`src/rtl/pc_fetch_gen_pkg.sv`:
```
// Shared definitions for the fetch PC generator: default vectors, FSM states,
// redirect-cause encoding and the fetch-group slot mask helper.
package pc_fetch_gen_pkg;

    localparam logic [31:0] RESET_ADDR_DEF = 32'hbfc0_0000;
    localparam logic [31:0] EXEC_ADDR_DEF  = 32'hbfc0_0380;

    typedef enum logic [1:0] {
        ST_BOOT = 2'd0,
        ST_RUN  = 2'd1,
        ST_HOLD = 2'd2
    } fetch_state_e;

    typedef enum logic [2:0] {
        RC_HOLD = 3'd0,
        RC_SEQ  = 3'd1,
        RC_PRED = 3'd2,
        RC_MISP = 3'd3,
        RC_EXC  = 3'd4,
        RC_ERET = 3'd5
    } redir_cause_e;

    // Slot 'slot' is on-path when the group offset of pc does not lie beyond it.
    function automatic logic slot_on_path(input logic [31:0] pc,
                                          input int unsigned fw,
                                          input int unsigned slot);
        logic [31:0] off;
        logic        on;
        off = (pc >> 2) & (fw - 32'd1);
        if (off <= slot) begin
            on = 1'b1;
        end else begin
            on = 1'b0;
        end
        return on;
    endfunction

endpackage

```
`src/rtl/pc_ras.sv`:
```
// Circular return address stack: a push when full overwrites the oldest entry
// and the count saturates at DEPTH.
module pc_ras #(
    parameter int unsigned DEPTH = 4
) (
    input  logic                       clk,
    input  logic                       reset,
    input  logic                       push,
    input  logic                       pop,
    input  logic [31:0]                push_data,
    output logic [31:0]                top,
    output logic [$clog2(DEPTH+1)-1:0] count
);
    localparam int unsigned PW = $clog2(DEPTH);
    localparam int unsigned CW = $clog2(DEPTH + 1);

    logic [31:0]   mem_q [DEPTH];
    logic [31:0]   mem_d [DEPTH];
    logic [PW-1:0] ptr_q, ptr_d, top_idx_s;
    logic [CW-1:0] cnt_q, cnt_d;
    logic          do_pop_s;

    // Next stack state; pop-then-push collapses to rewriting the top entry.
    always_comb begin
        mem_d     = mem_q;
        ptr_d     = ptr_q;
        cnt_d     = cnt_q;
        top_idx_s = ptr_q - PW'(1);
        do_pop_s  = pop && (cnt_q != '0);
        if (do_pop_s && push) begin
            mem_d[top_idx_s] = push_data;
        end else if (do_pop_s) begin
            ptr_d = top_idx_s;
            cnt_d = cnt_q - CW'(1);
        end else if (push) begin
            mem_d[ptr_q] = push_data;
            ptr_d        = ptr_q + PW'(1);
            if (cnt_q != CW'(DEPTH)) begin
                cnt_d = cnt_q + CW'(1);
            end else begin
                cnt_d = cnt_q;
            end
        end else begin
            ptr_d = ptr_q;
        end
    end

    // Stack storage, pointer and occupancy.
    always_ff @(posedge clk or posedge reset) begin
        if (reset) begin
            for (int i = 0; i < int'(DEPTH); i++) begin
                mem_q[i] <= 32'h0000_0000;
            end
            ptr_q <= '0;
            cnt_q <= '0;
        end else begin
            mem_q <= mem_d;
            ptr_q <= ptr_d;
            cnt_q <= cnt_d;
        end
    end

    assign top   = mem_q[top_idx_s];
    assign count = cnt_q;

endmodule

```
`src/rtl/pc_fetch_gen.sv`:
```
// Fetch-stage next-PC generator: prioritised redirects, valid/ready request
// port, redirect parking behind a stalled request, and RAS-backed returns.
module pc_fetch_gen
    import pc_fetch_gen_pkg::*;
#(
    parameter logic [31:0] RESET_ADDR  = RESET_ADDR_DEF,
    parameter logic [31:0] EXEC_ADDR   = EXEC_ADDR_DEF,
    parameter int unsigned FETCH_WIDTH = 2,
    parameter int unsigned RAS_DEPTH   = 4
) (
    input  logic                   clk,
    input  logic                   reset,
    input  logic                   stall,
    input  logic                   eret,
    input  logic [31:0]            epc,
    input  logic                   exc_oc,
    input  logic                   pred_fail,
    input  logic [31:0]            real_target,
    input  logic                   bp_taken,
    input  logic [31:0]            bp_target,
    input  logic                   bp_call,
    input  logic                   bp_ret,
    input  logic [31:0]            bp_link,
    output logic [31:0]            fetch_pc,
    output logic                   fetch_valid,
    input  logic                   fetch_ready,
    output logic [FETCH_WIDTH-1:0] fetch_mask,
    output logic                   fetch_kill
);
    localparam logic [31:0] GROUP_BYTES = 32'(FETCH_WIDTH * 4);
    localparam int unsigned CW          = $clog2(RAS_DEPTH + 1);

    fetch_state_e           state_q, state_d;
    logic [31:0]            fetch_pc_q, fetch_pc_d;
    logic [31:0]            pend_pc_q, pend_pc_d;
    logic                   fetch_valid_q, fetch_valid_d;
    logic                   fetch_kill_q, fetch_kill_d;
    logic [FETCH_WIDTH-1:0] fetch_mask_q, fetch_mask_d;

    redir_cause_e  cause_s;
    logic          xfer_s, redir_s;
    logic [31:0]   next_tgt_s, hold_tgt_s, seq_pc_s, ras_top_s;
    logic          ras_push_s, ras_pop_s;
    logic [CW-1:0] ras_count_s;

    pc_ras #(.DEPTH(RAS_DEPTH)) u_ras (
        .clk       (clk),
        .reset     (reset),
        .push      (ras_push_s),
        .pop       (ras_pop_s),
        .push_data (bp_link),
        .top       (ras_top_s),
        .count     (ras_count_s)
    );

    // Winning redirect cause and its target, highest priority first.
    always_comb begin
        xfer_s   = fetch_valid_q & fetch_ready;
        redir_s  = eret | exc_oc | pred_fail;
        seq_pc_s = (fetch_pc_q & ~(GROUP_BYTES - 32'd1)) + GROUP_BYTES;
        if (eret) begin
            cause_s    = RC_ERET;
            next_tgt_s = epc;
        end else if (exc_oc) begin
            cause_s    = RC_EXC;
            next_tgt_s = EXEC_ADDR;
        end else if (pred_fail) begin
            cause_s    = RC_MISP;
            next_tgt_s = real_target;
        end else if (xfer_s && !stall && bp_taken) begin
            cause_s = RC_PRED;
            if (bp_ret && (ras_count_s != '0)) begin
                next_tgt_s = ras_top_s;
            end else begin
                next_tgt_s = bp_target;
            end
        end else if (xfer_s && !stall) begin
            cause_s    = RC_SEQ;
            next_tgt_s = seq_pc_s;
        end else begin
            cause_s    = RC_HOLD;
            next_tgt_s = fetch_pc_q;
        end
    end

    // Request FSM: the presented request never changes until accepted, so a
    // committed redirect arriving against a stalled request is parked in pend_pc.
    always_comb begin
        state_d       = state_q;
        fetch_pc_d    = fetch_pc_q;
        pend_pc_d     = pend_pc_q;
        fetch_valid_d = fetch_valid_q;
        fetch_kill_d  = 1'b0;
        ras_push_s    = 1'b0;
        ras_pop_s     = 1'b0;
        hold_tgt_s    = redir_s ? next_tgt_s : pend_pc_q;
        case (state_q)
            ST_BOOT: begin
                state_d       = ST_RUN;
                fetch_valid_d = 1'b1;
                if (redir_s) begin
                    fetch_pc_d   = next_tgt_s;
                    fetch_kill_d = 1'b1;
                end else begin
                    fetch_pc_d = fetch_pc_q;
                end
            end
            ST_RUN: begin
                case (cause_s)
                    RC_ERET, RC_EXC, RC_MISP: begin
                        if (xfer_s || !fetch_valid_q) begin
                            fetch_pc_d   = next_tgt_s;
                            fetch_kill_d = 1'b1;
                        end else begin
                            pend_pc_d = next_tgt_s;
                            state_d   = ST_HOLD;
                        end
                    end
                    RC_PRED: begin
                        fetch_pc_d = next_tgt_s;
                        ras_push_s = bp_call;
                        ras_pop_s  = bp_ret;
                    end
                    RC_SEQ:  fetch_pc_d = next_tgt_s;
                    default: fetch_pc_d = fetch_pc_q;
                endcase
            end
            ST_HOLD: begin
                if (xfer_s) begin
                    fetch_pc_d   = hold_tgt_s;
                    fetch_kill_d = 1'b1;
                    state_d      = ST_RUN;
                end else begin
                    pend_pc_d = hold_tgt_s;
                end
            end
            default: begin
                state_d       = ST_BOOT;
                fetch_valid_d = 1'b0;
            end
        endcase
        for (int unsigned i = 0; i < FETCH_WIDTH; i++) begin
            if (fetch_valid_d) begin
                fetch_mask_d[i] = slot_on_path(fetch_pc_d, FETCH_WIDTH, i);
            end else begin
                fetch_mask_d[i] = 1'b0;
            end
        end
    end

    // Registered FSM state and request outputs.
    always_ff @(posedge clk or posedge reset) begin
        if (reset) begin
            state_q       <= ST_BOOT;
            fetch_pc_q    <= RESET_ADDR;
            pend_pc_q     <= RESET_ADDR;
            fetch_valid_q <= 1'b0;
            fetch_kill_q  <= 1'b0;
            fetch_mask_q  <= '0;
        end else begin
            state_q       <= state_d;
            fetch_pc_q    <= fetch_pc_d;
            pend_pc_q     <= pend_pc_d;
            fetch_valid_q <= fetch_valid_d;
            fetch_kill_q  <= fetch_kill_d;
            fetch_mask_q  <= fetch_mask_d;
        end
    end

    assign fetch_pc    = fetch_pc_q;
    assign fetch_valid = fetch_valid_q;
    assign fetch_mask  = fetch_mask_q;
    assign fetch_kill  = fetch_kill_q;

endmodule
```
`config.mk`:
```
export PLATFORM = sky130hd
export DESIGN_NAME = pc_fetch_gen
export DESIGN_NICKNAME = d
export VERILOG_FILES = /design/src/rtl/pc_fetch_gen_pkg.sv /design/src/rtl/pc_ras.sv /design/src/rtl/pc_fetch_gen.sv
export SDC_FILE = /design/constraint.sdc
export NUM_CORES = 1
export LEC_CHECK = 0
export ABC_AREA = 1
export BUFFER_PORTS_ARGS = -buffer_cell sky130_fd_sc_hd__buf_2
export CAP_MARGIN = 10
export CORE_MARGIN = 5
export CORE_UTILIZATION = 55
export CTS_BUF_LIST = sky130_fd_sc_hd__clkbuf_8 sky130_fd_sc_hd__clkbuf_16
export CTS_CLUSTER_SIZE = 14
export DETAILED_ROUTE_END_ITERATION = 10
export GPL_TIMING_DRIVEN = 0
export HOLD_SLACK_MARGIN = 0.12
export PLACE_DENSITY_LB_ADDON = 0.12
export SLEW_MARGIN = 20
export SYNTH_ARGS = -nofsm -noshare
export SYNTH_HDL_FRONTEND = slang
export SYNTH_SLANG_ARGS = --single-unit
```
`constraint.sdc`:
```
create_clock -name clk -period 17.6 [get_ports clk]
set_clock_uncertainty 0.15 [all_clocks]
set_input_delay 3.52 -clock clk [delete_from_list [all_inputs] [get_ports clk]]
set_output_delay 3.52 -clock clk [all_outputs]
set_load 0.02 [all_outputs]
```
==> key figures <==
Status
  • Outcome: finished clean

Floorplan
  • Die height: 153 microns
  • Core area: 20200 sq um
  • # rows: 52
  • Die Area: 23500 sq um
  • IO Count: 174
  • Initial core utilization: 0.559
  • Die Span X: 153 microns

Yosys
  • Post-synth cell types: 43
  • Synth async-reset ratio: 1.00
  • Yosys warns: 0
  • Avg Cell Area, Syn: 7.17 sq um
  • Syn Inst Count: 1577
  • Post-Syn Area: 11300 sq um
  • EDFF count, synth: 0
  • Ys flop type: dfrtp_1
  • Synth Register Bits: 202
  • Post-synthesis compound-gate area fraction: 0.160
  • Synth Area in Adders: 0.0162
  • Seq/Total Area, Yosys: 0.449
  • Main combinational cell family by area after synthesis: simple AND/OR/NAND/NOR gates
  • Synth Net Count: 1729
  • Synth Area in Simple Gates: 0.295
  • Mux contribution to synthesized area: 0
  • Xor/xnor share of the synthesized area: 0.00929

GRT
  • Overflow left after global routing: 0
  • Vias in the first global route: 11400
  • Initial antenna violation count: 0
  • First-pass GRT wire length: 63500 microns
  • GRT Util Overall: 0.342
  • Largest net degree at the start of global routing: 106

Final layout
  • Fraction of layout cells with a size suffix above 1: 0.162
  • P&R area growth vs syn: 18.0%
  • Fillers: 1829
  • Area of the multi-input gates: 5430 sq um
  • Post-layout util: 0.659
  • Register area: 5080 sq um
  • N_diodes: 0
  • Layout net count: 1928

Detailed routing
  • Via count: 11900
  • WL final: 41200 microns
  • WL/cell: 20.0 microns
  • DRC Markers: 0
  • DRT iter0 DRCs: 1066
  • First-pass detailed-route iteration total: 5
  • Final ANT Viol Nets: 0
  • Via density: 5.78

STA
  • Final hold vios: 0
  • Headroom to the max-slew limit: 0.393
  • Worst-Margin Slew: 0.907 ns
  • Fmax: 0.154 GHz
  • Setup_tns: 0 ns
  • Max Slew Vio Count: 0
  • Tmin final: 6.49 ns
  • Final setup fails: 0
  • RSZ-0062 raised after global routing: false
  • Final hold slack: 0.324 ns
  • Final Cycle Share: 0.369

Critical path
  • CP Data Required Time: 17.84 ns
  • Arrival @ worst endpoint: 6.73 ns
  • CP max FO: 10
  • Startpoint types: input pin
  • Setup CP Type: in2reg
  • Crit end category: register

Placement
  • Final HPWL DP: 30100 microns
  • PortBufs: 173
  • Final GP Congestion: 0.961

Clock tree
  • Post-CTS setup buffer count: 0
  • CTS tree: built
  • H-tree levels: 1
  • Clk pin slew, worst setup/hold paths: 0.06 ns
  • Cts hold-fix bufs: 0
  • CTS buffer count: 23
  • Root buffer cell: clkbuf_16
  • Clock latency on the worst-skew pair: 0.52 ns
  • Bufs on Longest Clock Path: 3
  • PostCTS Resize Cnt: 0
  • Clk sinks: 202

Pwr
  • Power per Cell Area: 146 nW/um^2
  • Lkg Pwr: 6.68 nW
  • Design Power: 1.95 mW
  • Peak VDD IR: 0.0823 mV

Min path
  • Worst Hold Class: reg2reg

Flow run
  • MaxCap Viol Count: 0
## power breakdown
part           internal, mW  leakage (nW)  total (mW)  switching, mW
logic                 0.230          3.59       0.800          0.570
clock network         0.306         0.410       0.503          0.196
registers             0.569          2.68       0.649         0.0794
## per-stage QoR
step	setup slack, ns	instance area [sq um]	std cells
floorplan	8.45	11300	1577
global placement	6.02	12500	2020
detailed placement	10.63	12500	2021
CTS	11.15	13300	2062
global route	10.94	13300	2062
finish	11.11	13300	2062
## sequential cells by signal, summed over array words and instances (netlist names)
| name | flops |
|---|---|
| u_ras.mem_q | 128 |
| fetch_pc | 32 |
| pend_pc_q | 32 |
| u_ras.count | 3 |
| fetch_mask | 2 |
| state_q | 2 |
| u_ras.ptr_q | 2 |
| fetch_kill | 1 |
## path summary, 6_finish.rpt
check	slack [ns]	end	startpoint	cells past startpoint
worst max-delay path	11.11	u_ras.mem_q[110]	eret	16
worst min-delay path	0.32	pend_pc_q[31]	pend_pc_q[31]	2
worst max register to register	13.28	fetch_pc[8]	u_ras.ptr_q[0]	16
worst min register to register	0.32	pend_pc_q[31]	pend_pc_q[31]	2
max in group asynchronous	13.36	u_ras.mem_q[86]	reset	3
min in group asynchronous	2.96	pend_pc_q[17]	reset	2
## placed cells by master (no fill, tap or decap), drive strengths merged
cell and n:
clkbuf 73, nor4 1, nor3 8, o21ai 226, inv 121, o21bai 2, o2111ai 7, nand2 555
xnor2 7, clkinv 3, or2 12, buf 212, o221ai 2, dfstp 18, a22oi 1, nand4 11
o21a 1, nor2 147, clkinvlp 1, ha 13, xor2 5, o31ai 3, fa 1, bufinv 3
nand3b 2, o211ai 10, o22ai 5, a31oi 14, dfrtp 184, nand3 90, a21boi 2, a21oi 52
## routing by layer
layer | GRT usage | part of all wire | up-vias
met2 | 0.565 | 0.47 | 631
met3 | 0.0560 | 0.087 | 162
met1 | 0.433 | 0.38 | 5599
met4 | 0.184 | 0.064 | 0
met5 | 0 | 0 | -
li1 | - | - | 5517
## kinds of logic (layout without fill, tap and decap cells)
kind of cell / count (synthesis) / in the layout
AOI/OAI and AO/OA: 325 / 325
xor gates and xnor gates: 12 / 12
adders and majority gates: 14 / 14
buffers and inverters: 198 / 413
DFF: 202 / 202
and+or+nand+nor: 826 / 826
## critical path: stages
cell       delay (ns)
buf_2            0.13
nor2_4           0.24
inv_2            0.18
nor2_8           0.21
inv_2            0.13
nor3_4           0.17
nand2_1          0.22
inv_1            0.18
ha_1             0.16
buf_1            0.50
or2_1            0.20
buf_4            0.17
o2111ai_4        0.25
buf_2            0.31
nand2_1          0.09
o21ai_1          0.06
## Yosys cell counts (3+ instances only)
| library cell | n | area share |
|---|---|---|
| nand2_1 | 553 | 0.18 |
| dfrtp_1 | 184 | 0.41 |
| nor2_1 | 144 | 0.048 |
| o21ai_1 | 128 | 0.057 |
| inv_1 | 109 | 0.036 |
| o21ai_0 | 98 | 0.043 |
| nand3_1 | 90 | 0.040 |
| a21oi_1 | 51 | 0.023 |
| clkbuf_1 | 44 | 0.015 |
| buf_2 | 30 | 0.013 |
| dfstp_2 | 18 | 0.042 |
| a31oi_1 | 14 | 0.0077 |
| ha_1 | 13 | 0.014 |
| nand4_1 | 11 | 0.0061 |
| or2_2 | 11 | 0.0061 |
| o211ai_1 | 10 | 0.0066 |
| nor3_1 | 7 | 0.0031 |
| xnor2_1 | 7 | 0.0054 |
| inv_2 | 5 | 0.0017 |
| o22ai_1 | 5 | 0.0028 |
| xor2_1 | 5 | 0.0039 |
| o2111ai_4 | 4 | 0.0093 |
| buf_1 | 3 | 0.0010 |
| buf_4 | 3 | 0.0020 |
| o2111ai_1 | 3 | 0.0023 |
| o31ai_1 | 3 | 0.0020 |
## final cells by class
cell class | count | area share
multi-input cells | 1177 | 0.407
flip-flops and latches | 202 | 0.381
repair buffers | 174 | 0.0670
clock buffers | 29 | 0.0493
inverters | 116 | 0.0332
plain buffers | 82 | 0.0279
well taps | 270 | 0.0253
clock inverters | 12 | 0.0100
Note: power is estimated with default switching activity, not from simulation.
